[src/rtl/lsu_mem_master.sv]
// lsu_mem_master: load/store unit initiator for a word-addressed req/gnt/rvalid data-memory bus.
// Define LSU_MISALIGN_SPLIT_EN to split misaligned H/W accesses into two beats instead of rejecting them.
module lsu_mem_master #(
  parameter int ADDR_W = 32,
  parameter int DATA_W = 32
) (
  input  logic              clk,
  input  logic              rst_n,
  input  logic              req_valid,
  output logic              req_ready,
  input  logic              req_we,
  input  logic [ADDR_W-1:0] req_addr,
  input  logic [DATA_W-1:0] req_wdata,
  input  logic [2:0]        load_sel,
  input  logic [1:0]        store_sel,
  output logic              rsp_valid,
  output logic [DATA_W-1:0] rsp_rdata,
  output logic              rsp_err,
  output logic              mem_req,
  input  logic              mem_gnt,
  output logic              mem_we,
  output logic [ADDR_W-1:0] mem_addr,
  output logic [3:0]        mem_be,
  output logic [DATA_W-1:0] mem_wdata,
  input  logic              mem_rvalid,
  input  logic [DATA_W-1:0] mem_rdata
);

`ifdef LSU_MISALIGN_SPLIT_EN
  localparam logic SPLIT_EN = 1'b1;
`else
  localparam logic SPLIT_EN = 1'b0;
`endif

  typedef enum logic [2:0] {IDLE, REQ0, WAIT0, REQ1, WAIT1, RESP} state_t;
  typedef enum logic [1:0] {SZ_B, SZ_H, SZ_W} size_t;

  state_t state, state_nxt;

  logic                we_q, split_q;
  logic [1:0]          off_q;
  logic [2:0]          load_sel_q;
  logic [3:0]          be_hi_q;
  logic [DATA_W-1:0]   wdata_hi_q, rdata_lo_q;

  size_t               acc_size;
  logic [1:0]          acc_off;
  logic                acc_noop, acc_misaligned, acc_split, acc_reject;
  logic [3:0]          acc_lanes;
  logic [7:0]          acc_be_wide;
  logic [2*DATA_W-1:0] acc_wdata_wide;

  logic [DATA_W-1:0]   lo_word, hi_word, load_word;
  logic [2*DATA_W-1:0] merged;
  logic [ADDR_W-1:0]   beat1_addr;

  function automatic logic [DATA_W-1:0] extend(input logic [DATA_W-1:0] w, input logic [2:0] sel);
    case (sel)
      3'b000:  extend = {{(DATA_W-8){w[7]}}, w[7:0]};
      3'b100:  extend = {{(DATA_W-8){1'b0}}, w[7:0]};
      3'b001:  extend = {{(DATA_W-16){w[15]}}, w[15:0]};
      3'b101:  extend = {{(DATA_W-16){1'b0}}, w[15:0]};
      default: extend = w;
    endcase
  endfunction

  // Decode the incoming request: access size, lane pattern and whether it straddles a word.
  always_comb begin
    acc_off  = req_addr[1:0];
    acc_noop = req_we && (store_sel == 2'b11);
    acc_size = SZ_W;
    if (req_we) begin
      case (store_sel)
        2'b00:   acc_size = SZ_B;
        2'b01:   acc_size = SZ_H;
        default: acc_size = SZ_W;
      endcase
    end else begin
      case (load_sel[1:0])
        2'b00:   acc_size = SZ_B;
        2'b01:   acc_size = SZ_H;
        default: acc_size = SZ_W;
      endcase
    end
    case (acc_size)
      SZ_B:    acc_lanes = 4'b0001;
      SZ_H:    acc_lanes = 4'b0011;
      default: acc_lanes = 4'b1111;
    endcase
    acc_misaligned = !acc_noop &&
                     (((acc_size == SZ_H) && (acc_off == 2'b11)) ||
                      ((acc_size == SZ_W) && (acc_off != 2'b00)));
    acc_split      = acc_misaligned && SPLIT_EN;
    acc_reject     = acc_misaligned && !SPLIT_EN;
    acc_be_wide    = {4'b0000, acc_lanes} << acc_off;
    acc_wdata_wide = {{DATA_W{1'b0}}, req_wdata} << {acc_off, 3'b000};
  end

  // Upper half of the 64-bit window only matters for the second beat of a split load.
  always_comb begin
    lo_word = mem_rdata;
    hi_word = '0;
    if (state == WAIT1) begin
      lo_word = rdata_lo_q;
      hi_word = mem_rdata;
    end
    merged    = {hi_word, lo_word} >> {off_q, 3'b000};
    load_word = extend(merged[DATA_W-1:0], load_sel_q);
  end

  assign beat1_addr = mem_addr + ADDR_W'(4);

  always_ff @(posedge clk) begin
    if (!rst_n) state <= IDLE;
    else        state <= state_nxt;
  end

  always_comb begin
    state_nxt = state;
    req_ready = (state == IDLE);
    rsp_valid = (state == RESP);
    mem_req   = (state == REQ0) || (state == REQ1);
    case (state)
      IDLE:    if (req_valid) state_nxt = (acc_noop || acc_reject) ? RESP : REQ0;
      REQ0:    if (mem_gnt) state_nxt = !we_q ? WAIT0 : (split_q ? REQ1 : RESP);
      WAIT0:   if (mem_rvalid) state_nxt = split_q ? REQ1 : RESP;
      REQ1:    if (mem_gnt) state_nxt = we_q ? RESP : WAIT1;
      WAIT1:   if (mem_rvalid) state_nxt = RESP;
      RESP:    state_nxt = IDLE;
      default: state_nxt = IDLE;
    endcase
  end

  // Bus fields are loaded at accept and switched to the second beat after beat 0 completes.
  always_ff @(posedge clk) begin
    if (!rst_n) begin
      we_q       <= 1'b0;
      split_q    <= 1'b0;
      off_q      <= 2'b00;
      load_sel_q <= 3'b000;
      be_hi_q    <= 4'b0000;
      wdata_hi_q <= '0;
      rdata_lo_q <= '0;
      rsp_rdata  <= '0;
      rsp_err    <= 1'b0;
      mem_we     <= 1'b0;
      mem_addr   <= '0;
      mem_be     <= 4'b0000;
      mem_wdata  <= '0;
    end else begin
      case (state)
        IDLE: if (req_valid) begin
          we_q       <= req_we;
          split_q    <= acc_split;
          off_q      <= acc_off;
          load_sel_q <= load_sel;
          rsp_err    <= acc_reject;
          mem_we     <= req_we;
          mem_addr   <= {req_addr[ADDR_W-1:2], 2'b00};
          mem_be     <= acc_be_wide[3:0];
          mem_wdata  <= req_we ? acc_wdata_wide[DATA_W-1:0] : '0;
          be_hi_q    <= acc_be_wide[7:4];
          wdata_hi_q <= req_we ? acc_wdata_wide[2*DATA_W-1:DATA_W] : '0;
          if (acc_noop || acc_reject) rsp_rdata <= '0;
        end
        REQ0: if (mem_gnt && we_q) begin
          if (split_q) begin
            mem_addr  <= beat1_addr;
            mem_be    <= be_hi_q;
            mem_wdata <= wdata_hi_q;
          end else begin
            rsp_rdata <= '0;
          end
        end
        WAIT0: if (mem_rvalid) begin
          rdata_lo_q <= mem_rdata;
          if (split_q) begin
            mem_addr <= beat1_addr;
            mem_be   <= be_hi_q;
          end else begin
            rsp_rdata <= load_word;
          end
        end
        REQ1:  if (mem_gnt && we_q) rsp_rdata <= '0;
        WAIT1: if (mem_rvalid) rsp_rdata <= load_word;
        default: ;
      endcase
    end
  end

endmodule

[config.mk]
export PLATFORM = sky130hd
export DESIGN_NAME = lsu_mem_master
export DESIGN_NICKNAME = d
export VERILOG_FILES = /design/src/rtl/lsu_mem_master.sv
export SDC_FILE = /design/constraint.sdc
export NUM_CORES = 1
export LEC_CHECK = 0
export BUFFER_PORTS_ARGS = -buffer_cell sky130_fd_sc_hd__buf_2
export CAP_MARGIN = 5
export CORE_UTILIZATION = 52
export CTS_CLUSTER_DIAMETER = 50
export DETAILED_ROUTE_END_ITERATION = 10
export GPL_ROUTABILITY_DRIVEN = 0
export PLACE_DENSITY_LB_ADDON = 0.08
export SYNTH_ARGS = -nofsm -noshare
export SYNTH_HDL_FRONTEND = slang
export SYNTH_SLANG_ARGS = --single-unit
[constraint.sdc]
create_clock -name clk -period 2.8 [get_ports clk]
set_clock_uncertainty 0.15 [all_clocks]
set_input_delay 0.28 -clock clk [delete_from_list [all_inputs] [get_ports clk]]
set_output_delay 0.28 -clock clk [all_outputs]
set_load 0.03 [all_outputs]
Word level (Yosys, flattened, before mapping)
Cells that the tools add are included.
{"block": "op_classes", "n_mux": 27, "bitwise": 1, "eq_ne": 24, "shift": 3, "n_reduce_logical": 26}
{"operator": "$mux 32", "count": 11}
{"operator": "$pmux 32 s4", "count": 1}
{"operator": "$pmux 32 s3", "count": 1}
{"operator": "$shr 64x5->32", "count": 1}
{"operator": "$shl 32x5->32", "count": 1}
{"operator": "$mux 3", "count": 6}
{"operator": "$ne 2x2->1 const B", "count": 7}
{"operator": "$eq 3x3->1 const B", "count": 4}
{"operator": "$pmux 3 s4", "count": 1}
{"operator": "$mux 4", "count": 2}
{"operator": "$pmux 2 s2", "count": 2}
{"operator": "$pmux 4 s2", "count": 1}
{"operator": "$reduce_and 7->1", "count": 1}
{"operator": "$eq 2x1->1 const B", "count": 3}
{"operator": "$eq 2x2->1 const B", "count": 3}
{"operator": "$eq 3x1->1 const B", "count": 2}
{"operator": "$eq 3x2->1 const B", "count": 2}
{"operator": "$logic_not 2->1", "count": 3}
{"operator": "$logic_not 3->1", "count": 2}
{"operator": "$ne 2x1->1 const B", "count": 3}
{"operator": "$reduce_and 6->1", "count": 1}
{"operator": "$logic_and 1x1->1", "count": 5}
{"operator": "$reduce_and 5->1", "count": 1}
{"operator": "$reduce_bool 5->1", "count": 1}
{"operator": "other kinds (11)", "count": 16}
{"block": "word_totals", "ff_bits": 142, "out_inout_bits": 105, "input_bits": 107}

Logic depth before layout (Yosys ltp)
{"block": "logic_depth", "ltp_word": 11, "ltp_mapped": 9}

Worst setup path after synthesis
Ideal clock, no wire load.
{"block": "synth_path", "path_kind": "register to register", "from": "register state[2]", "to": "register rsp_rdata[31]", "path_buffers": 2, "path_stages_with_launch": 8, "synth_period_minus_slack_ns": 2.543, "required_time_ns": 2.590, "arrival_time_ns": 2.334, "setup_slack_ns": 0.257, "path_cell_list": "dfxtp_1 clkbuf_1 nor3_1 nand2_1 a21oi_1 o21a_1 clkbuf_1 a22o_1"}
{"item": "from (decl)", "line_no": "38", "text": "state_t state, state_nxt;"}
{"item": "from (signal assigned)", "line_no": "115", "text": "else state <= state_nxt;"}
{"item": "$logic_not 3->1 *"}
{"item": "named net req_ready", "line_no": "10", "text": "output logic req_ready,"}
{"item": "$reduce_bool 5->1 (no line) (tied with other cells)"}
{"item": "$reduce_and 7->1 (no line)"}
{"item": "to (signal assigned)", "line_no": "181", "text": "rsp_rdata <= load_word;"}
{"item": "to (signal assigned)", "line_no": "185", "text": "WAIT1: if (mem_rvalid) rsp_rdata <= load_word;"}
{"item": "to (decl)", "line_no": "17", "text": "output logic [DATA_W-1:0] rsp_rdata,"}
Mark *: on every way through the listed nets, which the timed path passes. The rest lies on a longest branch. The select of a mux whose other input is x is not followed.
A chain may end at the register's enable or synchronous reset.

Worst setup path in the final report
{"block": "layout_path", "from": "register state[1]", "to": "register rsp_rdata[27]"}
{"block": "layout_between", "elab_chain_cells": 6}
{"item": "$eq 3x3->1", "line_no": "103, 151"}
{"item": "$mux 32", "line_no": "103", "text": "if (state == WAIT1) begin"}
{"item": "$shr 64x5->32", "line_no": "107", "text": "merged = {hi_word, lo_word} >> {off_q, 3'b000};"}
{"item": "$pmux 32 s4", "line_no": "58", "text": "case (sel)"}
{"item": "$mux 32", "line_no": "175", "text": "WAIT0: if (mem_rvalid) begin"}
{"item": "$pmux 32 s3", "line_no": "151", "text": "case (state)"}
Parallel ways exist; a longest one is shown, timed or not. The select of a mux whose other input is x is not followed.

==> flow_metrics.py <==
metrics = {
    "status": {
        "status": "completed",
    },
    "drt": {
        "wl_um": 20700,
        "via_count": 6803,
        "drcViolationCount": 0,
        "wire_per_inst_um": 16.8,
        "firstDrtPassIters": 5,
        "vias_per_cell": 5.52,
        "final_antenna_net_count": 0,
        "dr.first_iter.drc_count": 545,
    },
    "synthesis": {
        "synth_edf_count": 0,
        "synth_area_leaders": "dfxtp_1, nand2_1, a21boi_0, mux2i_1, mux4_2",
        "synth_cell_types": 46,
        "ys_seq_area_frac": 0.398,
        "synthFlopType": "dfxtp_1",
        "yosysMostFrequentCell": "nand2_1",
        "yosys.area.top_type_share": 0.398,
        "synthesis.area_mm2": 0.00704,
        "synthCells": 810,
        "yosysTopAreaCell": "dfxtp_1",
        "ys_seq_elements": 140,
        "ys_async_sr_fraction": 0,
        "synthTopCellsByCount": "nand2_1, dfxtp_1, a21boi_0",
        "avgSynthCellArea_um2": 8.69,
        "ys_warn_count": 0,
    },
    "floorplan": {
        "dieArea_mm2": 0.0140,
        "start_util": 0.532,
        "ioPinCount": 212,
        "rows": 42,
        "coreArea_mm2": 0.0132,
        "fp.dieH_um": 118,
        "die_w_um": 118,
    },
    "timing": {
        "finalSetupViolations": 0,
        "slew_headroom": 0.510,
        "finalCritPeriodShare": 0.913,
        "hold_viol": 0,
        "worstMarginPinSlew_ns": 0.734,
        "fin_tns_setup_ns": 0,
        "maxSlewViolCount": 0,
        "fmax_ghz": 0.391,
        "final.min_clock_period_ns": 2.56,
        "rsz0062_at_grt": "no",
        "timing.hold.ws_ns": 0.0103,
    },
    "critical_path": {
        "critPathMaxFanout": 16,
        "crit_type": "flip-flop to flip-flop",
        "cp-start-kind": "flip-flop",
        "r2r-start": "state[1]$_SDFFE_PN0P_",
        "reg2reg_to": "rsp_rdata[27]$_SDFFE_PN0P_",
        "worstPathArrival_ns": 2.77,
        "end_kind": "flip-flop",
        "reg2reg_slack_ns": 0.24,
        "worst_ep_required_time_ns": 3.01,
        "ff2ff_path_depth": 6,
    },
    "grt": {
        "grt_max_degree": 92,
        "grt_pass1_vias": 6803,
        "antenna_found_initial": 0,
        "overflow": 0,
        "grt_pass1_wl_um": 33500,
        "grt_use_total": 0.302,
    },
    "min_path": {
        "min_from": "mem_rdata[24]",
        "whs_endpoint": "rdata_lo_q[24]$_SDFFE_PN0P_",
        "hold_class": "input pin to flip-flop",
        "whs_path_depth": 3,
    },
    "clock_network": {
        "clkTransAtPathRegs_ns": 0.06,
        "cts_root_buf": "clkbuf_16",
        "clock-sinks": 140,
        "h-tree-depth": 4,
        "post_cts_buffers": 0,
        "cts_inserted_buffers": 17,
        "cts_tree": "built",
        "clockBufferDepth": 2,
        "clk_latency_ns": 0.42,
    },
    "layout": {
        "diodes": 0,
        "drive_gt1_frac": 0.295,
        "area_growth_pct": 32.8,
        "nets": 1150,
        "finalNonFillerCells": 1232,
        "final_util": 0.706,
    },
    "pwr": {
        "vdd_drop_max_v": 0.000464,
        "power.density_mw_per_mm2": 733,
        "p_leak_nw": 4.04,
    },
    "placed_design": {
        "dp_cells": 1151,
        "port_buffers": 209,
        "dp_hpwl_um": 13700,
    },
    "flow_run": {
        "cap_viol_max_count": 0,
    },
}
state kept, by name, indices dropped and copies added (netlist names):
signal,count
rsp_err,1
load_sel_q,3
state,3
mem_wdata,32
off_q,2
mem_be,4
rdata_lo_q,32
rsp_rdata,32
mem_addr,30
we_q,1
power breakdown:
part / internal (mW) / switching (mW) / total, mW / leakage, nW
logic: 0.838 / 1.42 / 2.25 / 2.62
clock network: 1.40 / 0.885 / 2.29 / 0.282
registers: 2.19 / 0.116 / 2.31 / 1.14
total: 4.43 / 2.42 / 6.85 / 4.04
per-stage QoR:
stage / power [mW] / setup WS [ns] / area (um^2)
2_1_floorplan: 3.89 / 0.257 / 7040
3_3_place_gp: 4.51 / 0.315 / 8260
3_5_place_dp: 4.53 / 0.274 / 8260
4_1_cts: 6.87 / 0.244 / 9350
5_1_grt: 7.17 / 0.167 / 9350
6_report: 6.85 / 0.244 / 9350
cells by family (layout without fill, tap and decap cells):
group                  after synthesis  count (layout)  synth area share
XOR/XNOR                             1               1           0.00124
AO/OA/AOI/OAI                      197             197             0.206
buffers and inverters               83             328            0.0478
other                                1               2          0.000533
flip-flops                         140             140             0.398
AND/OR/NAND/NOR                    299             299             0.185
multiplexers                        89              89             0.161
worst max-delay path by stage:
stage               cells past startpoint                          to                  start  slack [ns]
floorplan                               7  rsp_rdata[31]$_SDFFE_PN0P_  state[2]$_SDFFE_PN0P_        0.26
global placement                        6  rsp_rdata[28]$_SDFFE_PN0P_  state[1]$_SDFFE_PN0P_        0.32
detailed placement                      6  rsp_rdata[27]$_SDFFE_PN0P_  state[1]$_SDFFE_PN0P_        0.27
CTS                                     6  rsp_rdata[27]$_SDFFE_PN0P_  state[1]$_SDFFE_PN0P_        0.24
global route                            6  rsp_rdata[23]$_SDFFE_PN0P_  state[1]$_SDFFE_PN0P_        0.17
finish                                  6  rsp_rdata[27]$_SDFFE_PN0P_  state[1]$_SDFFE_PN0P_        0.24
critical path: stages (launching register included):
cell     delay [ns]
dfxtp_1        0.31
or3b_2         0.56
mux4_2         0.49
or3b_4         0.40
a31oi_4        0.17
buf_4          0.26
a22o_1         0.16
final cells by class:
type	count	area (um^2)
inverters	11	41.3
multi-input cells	588	3920
clock inverters	14	170
flip-flops and latches	140	2800
fillers	1086	3890
well taps	176	220
repair buffers	285	1760
clock buffers	18	429
layer usage:
| metal | vias up | share of wire | GRT usage |
|---|---|---|---|
| met4 | 0 | 0.037 | 0.166 |
| met5 | - | 0 | 0 |
| met1 | 3191 | 0.40 | 0.346 |
| met3 | 45 | 0.065 | 0.0772 |
| li1 | 3315 | - | - |
| met2 | 252 | 0.49 | 0.513 |
repair_timing:
| item | in CTS | in global routing |
|---|---|---|
| hold buffers | 49 | 0 |
| endpoints found under the hold margin | 49 | 0 |
| gates resized for setup | 0 | 0 |
cells in the final DEF (no fill, tap or decap), types with 15 or more instances in the layout:
master	count
nand3_1	39
a21boi_0	86
a22oi_1	17
mux2_2	15
buf_4	25
mux4_2	18
dlygate4sd3_1	49
o21ai_0	27
clkbuf_16	17
dfxtp_1	139
nand2_1	201
a22o_1	16
mux2i_1	56
nor2b_1	25
buf_2	209
Power figures use the tool's default switching activity.
